`src/rtl/irq_priority_encoder_pkg.sv`:
```
// Shared constants and helpers for the 8-line interrupt priority encoder.
package irq_priority_encoder_pkg;

  localparam int IRQ_LINES = 8;
  localparam int CODE_W    = 3;

  // Index of the most significant set bit; 0 when the vector is empty.
  function automatic logic [CODE_W-1:0] highest_set_idx(input logic [IRQ_LINES-1:0] vec);
    logic [CODE_W-1:0] idx;
    idx = '0;
    for (int i = 0; i < IRQ_LINES; i++) begin
      if (vec[i]) idx = CODE_W'(i);
    end
    return idx;
  endfunction

endpackage

```
`src/rtl/irq_priority_encoder_sync_edge_detect.sv`:
```
// One request line: multi-flop synchronizer followed by a falling-edge detector.
module irq_priority_encoder_sync_edge_detect
  import irq_priority_encoder_pkg::*;
#(
  parameter int SYNC_STAGES = 2
) (
  input  logic clk,
  input  logic rstn,
  input  logic din_n,
  output logic sync,
  output logic fall
);

  logic [SYNC_STAGES-1:0] sync_q;
  logic [SYNC_STAGES-1:0] sync_d;
  logic                   prev_q;
  logic                   prev_d;

  always_comb begin
    sync_d = {sync_q[SYNC_STAGES-2:0], din_n};
    prev_d = sync_q[SYNC_STAGES-1];
  end

  // History resets inactive so a line held low through reset is not seen as an edge.
  always_ff @(posedge clk or negedge rstn) begin
    if (!rstn) begin
      sync_q <= '1;
      prev_q <= 1'b1;
    end else begin
      sync_q <= sync_d;
      prev_q <= prev_d;
    end
  end

  assign sync = sync_q[SYNC_STAGES-1];
  assign fall = prev_q & ~sync_q[SYNC_STAGES-1];

endmodule

```
`src/rtl/irq_priority_encoder.sv`:
```
// 74F148-style 8-to-3 priority encoder: latches active-low requests as pending
// and presents the highest-priority index through a valid/ready handshake.
module irq_priority_encoder
  import irq_priority_encoder_pkg::*;
#(
  parameter int                   SYNC_STAGES = 2,
  parameter logic [IRQ_LINES-1:0] EDGE_MASK   = 8'hFF
) (
  input  logic                 clk,
  input  logic                 rstn,
  input  logic [IRQ_LINES-1:0] req_n,
  input  logic                 ei_n,
  input  logic                 irq_ready,
  output logic                 irq_valid,
  output logic [CODE_W-1:0]    irq_code,
  output logic                 gs_n,
  output logic [IRQ_LINES-1:0] pending
);

  logic [IRQ_LINES-1:0] sync_lvl;
  logic [IRQ_LINES-1:0] fall;

  generate
    for (genvar gi = 0; gi < IRQ_LINES; gi++) begin : g_line
      irq_priority_encoder_sync_edge_detect #(
        .SYNC_STAGES(SYNC_STAGES)
      ) u_sync (
        .clk  (clk),
        .rstn (rstn),
        .din_n(req_n[gi]),
        .sync (sync_lvl[gi]),
        .fall (fall[gi])
      );
    end
  endgenerate

  logic [IRQ_LINES-1:0] pending_q, pending_d;
  logic                 irq_valid_q, irq_valid_d;
  logic [CODE_W-1:0]    irq_code_q, irq_code_d;
  logic                 gs_n_q, gs_n_d;
  logic                 accept;
  logic                 load;
  logic [IRQ_LINES-1:0] accept_mask;
  logic [IRQ_LINES-1:0] candidate;

  always_comb begin
    accept      = irq_valid_q & irq_ready;
    accept_mask = '0;
    if (accept) accept_mask[irq_code_q] = 1'b1;

    // A new edge wins over a simultaneous accept; level bits just track the line.
    pending_d = (EDGE_MASK & (fall | (pending_q & ~accept_mask)))
              | (~EDGE_MASK & ~sync_lvl);
    gs_n_d    = ~|pending_d;

    candidate   = pending_q & ~(accept_mask & EDGE_MASK);
    load        = ~irq_valid_q | irq_ready;
    irq_valid_d = irq_valid_q;
    irq_code_d  = irq_code_q;
    if (load) begin
      irq_valid_d = ~ei_n & (|candidate);
      if (irq_valid_d) irq_code_d = highest_set_idx(candidate);
    end
  end

  always_ff @(posedge clk or negedge rstn) begin
    if (!rstn) begin
      pending_q   <= '0;
      irq_valid_q <= 1'b0;
      irq_code_q  <= '0;
      gs_n_q      <= 1'b1;
    end else begin
      pending_q   <= pending_d;
      irq_valid_q <= irq_valid_d;
      irq_code_q  <= irq_code_d;
      gs_n_q      <= gs_n_d;
    end
  end

  assign pending   = pending_q;
  assign irq_valid = irq_valid_q;
  assign irq_code  = irq_code_q;
  assign gs_n      = gs_n_q;

endmodule
```
`config.mk`:
```
export PLATFORM = sky130hd
export DESIGN_NAME = irq_priority_encoder
export DESIGN_NICKNAME = d
export VERILOG_FILES = /design/src/rtl/irq_priority_encoder_pkg.sv /design/src/rtl/irq_priority_encoder_sync_edge_detect.sv /design/src/rtl/irq_priority_encoder.sv
export SDC_FILE = /design/constraint.sdc
export NUM_CORES = 1
export LEC_CHECK = 0
export ABC_AREA = 0
export CORE_AREA = 2 2 73 75
export CTS_CLUSTER_DIAMETER = 50
export DETAILED_ROUTE_END_ITERATION = 16
export DIE_AREA = 0 0 75 77
export HOLD_SLACK_MARGIN = 0.15
export PLACE_DENSITY = 0.43
export SYNTH_ARGS = -nofsm -noshare
export SYNTH_HDL_FRONTEND = slang
export SYNTH_SLANG_ARGS = --single-unit
```
`constraint.sdc`:
```
create_clock -name clk -period 4.8 [get_ports clk]
set_clock_uncertainty 0.15 [all_clocks]
set_input_delay 0.48 -clock clk [delete_from_list [all_inputs] [get_ports clk]]
set_output_delay 0.48 -clock clk [all_outputs]
set_load 0.1 [all_outputs]
```
---- Word-level counts from Yosys, hierarchy flattened ----
Cells that the tools add are included.
word-level totals
  register bits after elaboration ......... 37
  output and inout bits ................... 13
  input bits .............................. 12
  word-level logic and storage cells ...... 61
operators by class
  bitwise gates (word level) .............. 24
  $lt $le $gt $ge ......................... 2
  muxes and demuxes ....................... 10
  reduce and logical (&&, ||, !) cells .... 5
operator list
  operator              count
  $mux W3               6
  $reduce_or A8 Y1      2
  $and A1 B1 Y1         10
  $not A1 Y1            10
  $and A8 B8 Y8         1
  $mux W8               1
  $not A8 Y8            1
  $or A8 B8 Y8          1
  $lt A3 B4 Y1 const B  1
  $demux W1 S3          1
  $ge A3 B1 Y1 const B  1
  $mux W1               2
  $reduce_and A2 Y1     1
  $logic_and A1 B1 Y1   1
  $logic_not A1 Y1      1
  $or A1 B1 Y1          1

---- Longest topological paths before layout ----
Gate-level depths: netlist (run 1).
  depth after elaboration ................. 14
  gate-level depth with buffers ........... 5

---- Cells and area by module ----
Synthesis (run 1) repeated with hierarchy kept, for this count alone.
second synthesis, totals
  cell total of the unflattened synthesis .. 88
  area total of the unflattened synthesis .. 1382.6 um^2
modules (own cells, without submodules)
  module                                 area an instance (um^2)  times used  cells an instance  seq. area each (um^2)
  irq_priority_encoder_sync_edge_detect  92.6                     8           4                  78.8
  irq_priority_encoder                   641.9                    1           56                 326.6

---- Least setup slack after synthesis (run 1) ----
OpenSTA, ideal clock, no wires.
  path kind ............................... register -> register
  start ................................... reg irq_code_q[1] (netlist: irq_code[1])
  end ..................................... reg irq_code_q[2] (netlist: irq_code[2])
  cell stages (with the launch flop) ...... 6
  buffers on the path ..................... 0
  arrival time ............................ 2.304 ns
  path slack .............................. 2.220 ns
  required time ........................... 4.524 ns
  path through ............................ dfrtp_1 -> nand4_1 -> o21ai_2 -> nand4_1 -> o21ai_2 -> mux2_2
between the ends
  cells in the longest elaborated chain, start to end .. 12
  elaborated cells on any way between the ends .. 16
RTL lines
  item                                                                       line                            RTL
  start, declared                                                            irq_priority_encoder.sv:39      logic [CODE_W-1:0] irq_code_q, irq_code_d;
  start signal, assigned                                                     irq_priority_encoder.sv:75      irq_code_q <= irq_code_d;
  $lt A3 B4 Y1 (not written as such) / $ge A3 B1 Y1 (equally long branches)  irq_priority_encoder.sv:49      if (accept) accept_mask[irq_code_q] = 1'b1;
  $logic_and A1 B1 Y1 (not written as such)                                  irq_priority_encoder.sv:49
  $mux W1 (not written as such)                                              irq_priority_encoder.sv:49
  $demux W1 S3 (*)                                                           irq_priority_encoder.sv:49
  $mux W8 (*)                                                                irq_priority_encoder.sv:49
  $not A8 Y8 (*)                                                             irq_priority_encoder.sv:56      candidate = pending_q & ~(accept_mask & EDGE_MASK);
  $and A8 B8 Y8 (*)                                                          irq_priority_encoder.sv:56
  $mux W3 (5 in series)                                                      irq_priority_encoder_pkg.sv:12  if (vec[i]) idx = CODE_W'(i);
Every way passes the cells marked *; elsewhere a longest branch is shown, timed or not.
A chain may end at the register's enable or synchronous reset.

---- Final worst setup path (run 1) ----
  start ................................... reg irq_code_q[1] (netlist: irq_code[1])
  end ..................................... out irq_code[1]
RTL lines
  item           line                        RTL
  end, declared  irq_priority_encoder.sv:15  output logic [CODE_W-1:0] irq_code,
No word-level cell between the ends.

==> results of run 1 <==
[metal layers]
layer / vias up / wire [um] / GRT usage [%]
li1: 371 / - / -
met1: 361 / 1087 / 13.82
met2: 23 / 1075 / 12.63
met3: 5 / 142 / 3.154
met4: 0 / 40 / 4.821
met5: - / 0 / 0
[through the flow]
step                hold slack [ns]  utilization (%)  setup WS [ns]  instances   power, W
finish                       0.2071            35.04          2.199        192  0.0009170
global route                 0.2155            35.04          2.141        192  0.0009628
CTS                          0.2080            35.04          2.188        192  0.0009293
detailed placement           0.1968            32.81          2.173        184  0.0006617
global placement             0.1960            32.81          2.176        184  0.0006615
floorplan                   0.03441                -          2.220         89  0.0005819
[sequential cells by signal, summed over array words and instances, names as in the netlist]
register / count
irq_valid: 1
g_line.u_sync.sync_q: 16
irq_code: 3
pending: 8
gs_n: 1
g_line.u_sync.prev_q: 8
[path summary, 6_finish.rpt]
check / slack [ns] / cells past startpoint / from / end
hold / removal: 0.21 / 0 / g_line[3].u_sync.sync_q[0] / g_line[3].u_sync.sync_q[1]
max in group asynchronous: 3.69 / 2 / rstn / g_line[1].u_sync.prev_q
hold reg to reg: 0.21 / 0 / g_line[3].u_sync.sync_q[0] / g_line[3].u_sync.sync_q[1]
setup / recovery: 2.20 / 1 / irq_code[1] / irq_code[1]
setup reg to reg: 2.71 / 5 / irq_code[1] / irq_code[2]
min in group asynchronous: 0.46 / 2 / rstn / pending[3]
[Yosys cell counts (all sizes together)]
cell type  number
or4             2
o31ai           2
o21a            2
nor2            2
o2bb2ai         1
nand2b          3
o211ai          1
o21ai          15
nand3b          1
dfstp          25
a21oi           1
nand3           1
mux2i           2
a31oi           2
dfrtp          12
inv            11
nand2           2
mux2            1
nand4           3
[kinds of logic after synthesis]
| group | after synthesis | share of synthesized area [%] |
|---|---|---|
| simple gates | 14 | 6.847 |
| flops | 37 | 73.77 |
| mux | 3 | 2.411 |
| compound gates | 24 | 13.79 |
| buf+inv | 11 | 3.182 |
[cell type report]
class	instances	area share, %
Tap cell	70	5.022
Sequential cell	37	54.88
Inverter	11	2.367
Multi-Input combinational cell	41	17.14
Clock buffer	6	4.161
Timing Repair Buffer	25	14.20
Clock inverter	2	2.224
[power by group]
group / switching, W / internal [W]
registers: 0.0000319 / 0.000349
clock network: 0.000107 / 0.000156
logic: 0.000204 / 0.0000686
==> impl_metrics.json, run 1 <==
{
  "status": "finished, final reports clean",
  "multi_input_area_sq_um": 299.0,
  "vias": 760,
  "mostFrequentLayoutCells": "25 x dfstp_2, 24 x clkdlybuf4s50_1, 12 x dfrtp_1, 11 x inv_1, 8 x o21ai_2",
  "worstSetupPathType": "reg2out",
  "placed_area_sq_um": 1633,
  "final_common_cell": "dfstp_2",
  "drc": 0,
  "hold_viol": 0,
  "cts_tree": "yes",
  "cts_made_buffers": 5,
  "crit_buf_inv": 1,
  "grt_overflow": 0,
  "core_sq_um": 4977,
  "synth_top_area_share_pct": 50.63,
  "maxCapViolations": 0,
  "slew_violations": 0,
  "finalSetupTns_ns": 0,
  "synth_top_cell_by_area": "dfstp_2",
  "syn_to_final_growth_pct": 34.43,
  "crit_fanout": 7,
  "clkLatencyLatePin_ns": 0.28,
  "row_count": 26,
  "dp_hpwl_mm": 1.694,
  "hold_buffers": 0,
  "drtIter0Drc": 31,
  "num_io_pins": 25,
  "synth_cell_types": 21,
  "n_antenna_cell": 0,
  "start_util_pct": 26.07,
  "min_path_type": "reg2reg",
  "synth_area_sq_um": 1297,
  "max_freq_mhz": 384.5,
  "drive_above_1_share_pct": 37.70,
  "post-cts-setup-buffer-count": 0,
  "synth_nets": 101,
  "design_area_sq_um": 1744,
  "yosysWarnings": 0,
  "nets": 133,
  "root_buffer": "clkbuf_8",
  "dieHeight_um": 77,
  "cts_sinks": 37,
  "path_delay_family": "buffers and inverters",
  "synthCells": 89,
  "rsz0062_at_grt": "no",
  "grt_pass1_vias": 809,
  "p_leak_nw": 0.6756,
  "path_clk_slew_ns": 0.07,
  "cpMaxStageDelayCell": "clkdlybuf4s50_1",
  "die_w_um": 75,
  "htreeDepth": 2,
  "power-per-cell-area_nw_per_um2": 525.7,
  "wl_mm": 2.345,
  "peakVddDrop_mv": 0.1937,
  "nFillCells": 491,
  "post_cts_resize_count": 0,
  "cpPeakStageDelay_ns": 1.19,
  "critical_path_required_ns": 4.17,
  "ant_nets": 0,
  "clk_path_buf_depth": 2,
  "critPathLaunchType": "register",
  "dieArea_sq_um": 5775,
  "register_area_sq_um": 957.2,
  "worst_ep_arrival_time_ns": 1.97,
  "slew_headroom_pct": 34.91,
  "wl_per_cell_um": 12.21,
  "antenna_found_initial": 0,
  "path_cells": "clkdlybuf4s50_1",
  "period_share_pct": 54.18,
  "globalRouteTotalUtil_pct": 9.590,
  "setup_viol": 0,
  "portBuffers": 24,
  "drtPass1Iterations": 4,
  "grt_pass1_wl_mm": 4.077,
  "tightest_slew_ns": 0.9733,
  "synth_area_leaders": "dfstp_2 51%, dfrtp_1 23%, o21ai_2 5.4%",
  "syn_avg_cell_area_sq_um": 14.58,
  "post-route-min-period_ns": 2.601,
  "gp_congestion": 0.7413,
  "worstSetupEndpointType": "primary output",
  "vias_per_cell": 3.958,
  "seq_area_frac_synth_pct": 73.77,
  "ys_ff_latch": 37,
  "grt_max_degree": 38
}
No activity file was read; power rests on OpenSTA's default activity.
==> run 2, diff against run 1 <==
==> constraint.sdc (replaced) <==
create_clock -name clk -period 2.7 [get_ports clk]
set_clock_uncertainty 0.15 [all_clocks]
set_input_delay 0.27 -clock clk [delete_from_list [all_inputs] [get_ports clk]]
set_output_delay 0.27 -clock clk [all_outputs]
set_load 0.1 [all_outputs]
==> impl_metrics.json, run 2 (synthesis gave the netlist of run 1 again) <==
{
  "status": "finished, final reports clean",
  "power_w": 0.001535,
  "root_buffer": "clkbuf_8",
  "dieArea_sq_um": 5775,
  "drtIter0Drc": 32,
  "finalSetupTns_ns": 0,
  "row_count": 26,
  "cts_tree": "yes",
  "drc": 0,
  "worstSetupEndpointType": "register",
  "nets": 133,
  "cts_sinks": 37,
  "dp_slack_ns": 0.2958,
  "post-cts-setup-buffer-count": 0,
  "mostFrequentLayoutCells": "25 x dfstp_2, 14 x buf_4, 12 x dfrtp_1, 11 x inv_1, 11 x clkdlybuf4s50_1",
  "multi_input_area_sq_um": 299.0,
  "period_share_pct": 78.48,
  "slew_headroom_pct": 69.71,
  "drive_above_1_share_pct": 48.76,
  "worstSetupPathType": "in2reg",
  "clkLatencyLatePin_ns": 0.28,
  "gp_congestion": 0.7132,
  "reg2reg_slack_ns": 0.61,
  "crit_end": "irq_code[2]",
  "critical_path_required_ns": 2.72,
  "drtPass1Iterations": 4,
  "grt_pass1_wl_mm": 3.884,
  "crit_fanout": 4,
  "min_path_type": "reg2reg",
  "path_clk_slew_ns": 0.07,
  "vias": 763,
  "power-per-cell-area_nw_per_um2": 908.9,
  "htreeDepth": 2,
  "wl_mm": 2.313,
  "n_antenna_cell": 0,
  "r2r_cells": 5,
  "wl_per_cell_um": 12.11,
  "dieHeight_um": 77,
  "tightest_slew_ns": 0.4543,
  "maxCapViolations": 0,
  "start_util_pct": 26.07,
  "core_sq_um": 4977,
  "worst_ep_arrival_time_ns": 2.14,
  "slew_violations": 0,
  "die_w_um": 75,
  "grt_overflow": 0,
  "finalCoreUtilization_pct": 33.94,
  "vias_per_cell": 3.995,
  "dp_hpwl_mm": 1.634,
  "globalRouteTotalUtil_pct": 9.256,
  "grt_pass1_vias": 811,
  "syn_to_final_growth_pct": 30.18,
  "fin_ws_ns": 0.5811,
  "ant_nets": 0,
  "setup_viol": 0,
  "hold_viol": 0,
  "register_area_sq_um": 957.2,
  "clk_path_buf_depth": 2,
  "max_freq_mhz": 472.0,
  "portBuffers": 24,
  "num_io_pins": 25,
  "regToRegStartpoint": "irq_code[2]",
  "critPathLaunchType": "primary input",
  "final_common_cell": "dfstp_2",
  "nFillCells": 495,
  "antenna_found_initial": 0,
  "post-route-min-period_ns": 2.119,
  "cts_made_buffers": 5,
  "rr_endpoint": "irq_code[2]",
  "post_cts_resize_count": 0,
  "p_leak_nw": 0.6701,
  "startpoint": "irq_ready",
  "hold_buffers": 0,
  "peakVddDrop_mv": 0.3827,
  "largest_register_ffs": 16,
  "largest_register": "g_line.u_sync.sync_q",
  "grt_max_degree": 38,
  "rsz0062_at_grt": "no"
}
==> run 2: cell count changes in the layout (fill, tap and decap cells not counted) <==
cell	delta
buf_4	+13
bufinv_16	-1
clkbuf_1	-1
clkbuf_8	+1
clkdlybuf4s50_1	-13
clkinv_4	-1
inv_4	+1
==> run 2: worst min-delay path by stage <==
stage / startpoint / to / cells after the start
finish: g_line[2].u_sync.sync_q[0] / g_line[2].u_sync.sync_q[1] / 0
global route: g_line[2].u_sync.sync_q[0] / g_line[2].u_sync.sync_q[1] / 0
CTS: g_line[7].u_sync.sync_q[0] / g_line[7].u_sync.sync_q[1] / 0
global placement: g_line[2].u_sync.sync_q[0] / g_line[2].u_sync.sync_q[1] / 0
floorplan: rstn / irq_code[0] / 0
detailed placement: g_line[6].u_sync.sync_q[0] / g_line[6].u_sync.sync_q[1] / 0
==> run 2: power breakdown <==
| group | switching [W] | internal (W) | total, W | leakage, nW |
|---|---|---|---|---|
| clock | 0.000185 | 0.000202 | 0.000387 | 0.0476 |
| sequential | 0.0000556 | 0.000621 | 0.000677 | 0.377 |
| combinational | 0.000362 | 0.000109 | 0.000472 | 0.246 |
==> run 2: per-stage QoR <==
| stage | hold WS (ns) | instances | cell area [sq um] |
|---|---|---|---|
| floorplan | -0.1756 | 89 | 1297 |
| global placement | 0.1958 | 184 | 1600 |
| detailed placement | 0.1968 | 184 | 1600 |
| CTS | 0.2075 | 191 | 1689 |
| global route | 0.2108 | 191 | 1689 |
| finish | 0.2063 | 191 | 1689 |
==> run 2: metal layers <==
layer	GRT usage [%]	vias to the layer above	part of all wire (%)
li1	-	370	-
met1	12.03	373	45
met2	13.33	18	48
met3	3.285	2	5.9
met4	4.821	0	0.69
met5	0	-	0
==> run 2: area by class of cell <==
type	instances	share of cell area [%]
repair buffers	25	12.74
multi-input cells	41	17.70
clock inverters	1	0.3704
inverters	11	2.444
clock buffers	6	4.889
well taps	70	5.185
flip-flops and latches	37	56.67
==> run 2: worst max-delay path, stage by stage <==
cell	delay (ns)
clkdlybuf4s50_1	0.55
nand4_1	0.23
o21ai_2	0.27
nand4_1	0.20
o21ai_2	0.26
mux2_2	0.36
==> run 3, diff against run 2 <==
==> constraint.sdc (replaced) <==
create_clock -name clk -period 1.97 [get_ports clk]
set_clock_uncertainty 0.15 [all_clocks]
set_input_delay 0.197 -clock clk [delete_from_list [all_inputs] [get_ports clk]]
set_output_delay 0.197 -clock clk [all_outputs]
set_load 0.1 [all_outputs]
==> impl_metrics.json, run 3 (synthesis gave the netlist of run 1 again) <==
{
  "status": "finished, final reports clean",
  "maxCapViolations": 0,
  "largest_register": "g_line.u_sync.sync_q",
  "vias_per_cell": 3.976,
  "vias": 827,
  "antenna_found_initial": 0,
  "design_area_sq_um": 1966,
  "min_path_type": "in2async",
  "internal_power_w": 0.001474,
  "syn_to_final_growth_pct": 51.50,
  "slew_headroom_pct": 69.74,
  "largest_register_ffs": 16,
  "dieHeight_um": 77,
  "period_share_pct": 98.35,
  "n_antenna_cell": 0,
  "row_count": 26,
  "htreeDepth": 2,
  "path_cells": "nand3b_4, o31ai_4, o21ai_2, or4_4, nor2_1",
  "cts_sinks": 37,
  "p_leak_nw": 0.8222,
  "crit_fanout": 4,
  "path_clk_slew_ns": 0.08,
  "cpPeakStageDelay_ns": 0.51,
  "cts_made_buffers": 5,
  "grt_max_degree": 38,
  "nets": 149,
  "setup_viol": 0,
  "seq_power_share_pct": 40.0,
  "gp_congestion": 0.7860,
  "finalCoreUtilization_pct": 39.49,
  "grt_pass1_vias": 810,
  "num_io_pins": 25,
  "root_buffer": "clkbuf_8",
  "path_delay_family": "simple AND/OR/NAND/NOR gates",
  "slew_violations": 0,
  "cpMaxStageDelayCell": "dfrtp_4",
  "regToRegStartpoint": "irq_code[0]",
  "fin_hold_ws_ns": 0.1677,
  "wl_mm": 2.414,
  "critical_path_required_ns": 2.04,
  "startpoint": "irq_code[0]",
  "mostFrequentLayoutCells": "25 x dfstp_2, 25 x buf_4, 11 x inv_1, 10 x clkdlybuf4s50_1, 8 x dfrtp_1",
  "grt_overflow": 0,
  "start_util_pct": 26.07,
  "clk_path_buf_depth": 2,
  "ant_nets": 0,
  "critPathLaunchType": "register",
  "globalRouteTotalUtil_pct": 9.481,
  "dieArea_sq_um": 5775,
  "worst_ep_arrival_time_ns": 2.00,
  "portBuffers": 24,
  "post-route-min-period_ns": 1.938,
  "clkLatencyLatePin_ns": 0.28,
  "grt_pass1_wl_mm": 3.974,
  "hold_viol": 0,
  "p_switching_w": 0.0008737,
  "drive_above_1_share_pct": 60.14,
  "worstSetupEndpointType": "register",
  "tightest_slew_ns": 0.4540,
  "combPwrFrac_pct": 36.0,
  "power-per-cell-area_nw_per_um2": 1194,
  "cts_tree": "yes",
  "dp_hpwl_mm": 1.712,
  "die_w_um": 75,
  "drc": 0,
  "placed_area_sq_um": 1765,
  "core_sq_um": 4977,
  "worstSetupPathType": "reg2reg",
  "switching_share_pct": 37.22,
  "max_freq_mhz": 516.1,
  "peakVddDrop_mv": 0.4447,
  "drtIter0Drc": 31,
  "power_frac_clock_pct": 24.0,
  "crit_buf_inv": 0,
  "rsz0062_at_grt": "yes",
  "drtPass1Iterations": 4,
  "wl_per_cell_um": 11.61
}
[run 3: worst paths after layout]
check	end	slack, ns	cells after the start
max in group asynchronous	g_line[0].u_sync.prev_q	1.13	2
min in group clk	g_line[3].u_sync.sync_q[0]	0.17	1
worst min-delay path	irq_valid	0.17	2
worst max register to register	gs_n	0.03	5
worst max-delay path	gs_n	0.03	5
worst min register to register	g_line[5].u_sync.prev_q	0.21	0
[run 3: cell type report]
class,instances,area [sq um]
Multi-Input combinational cell,41,362.8
Sequential cell,37,972.2
Tap cell,70,87.58
Clock buffer,7,96.34
Fill cell,480,3012
Clock inverter,1,5.005
Timing Repair Buffer,41,400.4
Inverter,11,41.29
[run 3: routing by layer]
layer | wire (um) | share of wire [%] | GRT usage [%]
met1 | 990 | 41 | 12.30
met2 | 1254 | 52 | 13.77
met3 | 136 | 5.6 | 3.679
met4 | 31 | 1.3 | 4.286
met5 | 0 | 0 | 0
[run 3: power groups by stage]
stage / logic [W] / registers (W) / clock network, W
detailed placement: 0.000748 / 0.000964 / 0
global placement: 0.000747 / 0.000965 / 0
floorplan: 0.000165 / 0.00129 / 0
finish: 0.000845 / 0.000938 / 0.000564
CTS: 0.000750 / 0.000956 / 0.000589
global route: 0.000895 / 0.000947 / 0.000637
[run 3: per-stage QoR]
step	setup TNS [ns]	total power, W	worst slack (ns)	cells
finish	0	0.002347	0.03241	208
global route	-0.2063	0.002479	-0.07345	208
CTS	0	0.002296	0.01797	202
detailed placement	-1.112	0.001712	-0.3135	194
global placement	-1.109	0.001712	-0.3139	194
floorplan	-0.08854	0.001453	-0.08854	89
[run 3: repair_timing]
action | 4_1_cts | 5_1_grt
endpoints found under the setup margin | 1 | 4
resized for setup | 1 | 6
pin swaps | 0 | 6
buffers inserted | 0 | 6
hold buffers | 0 | 0
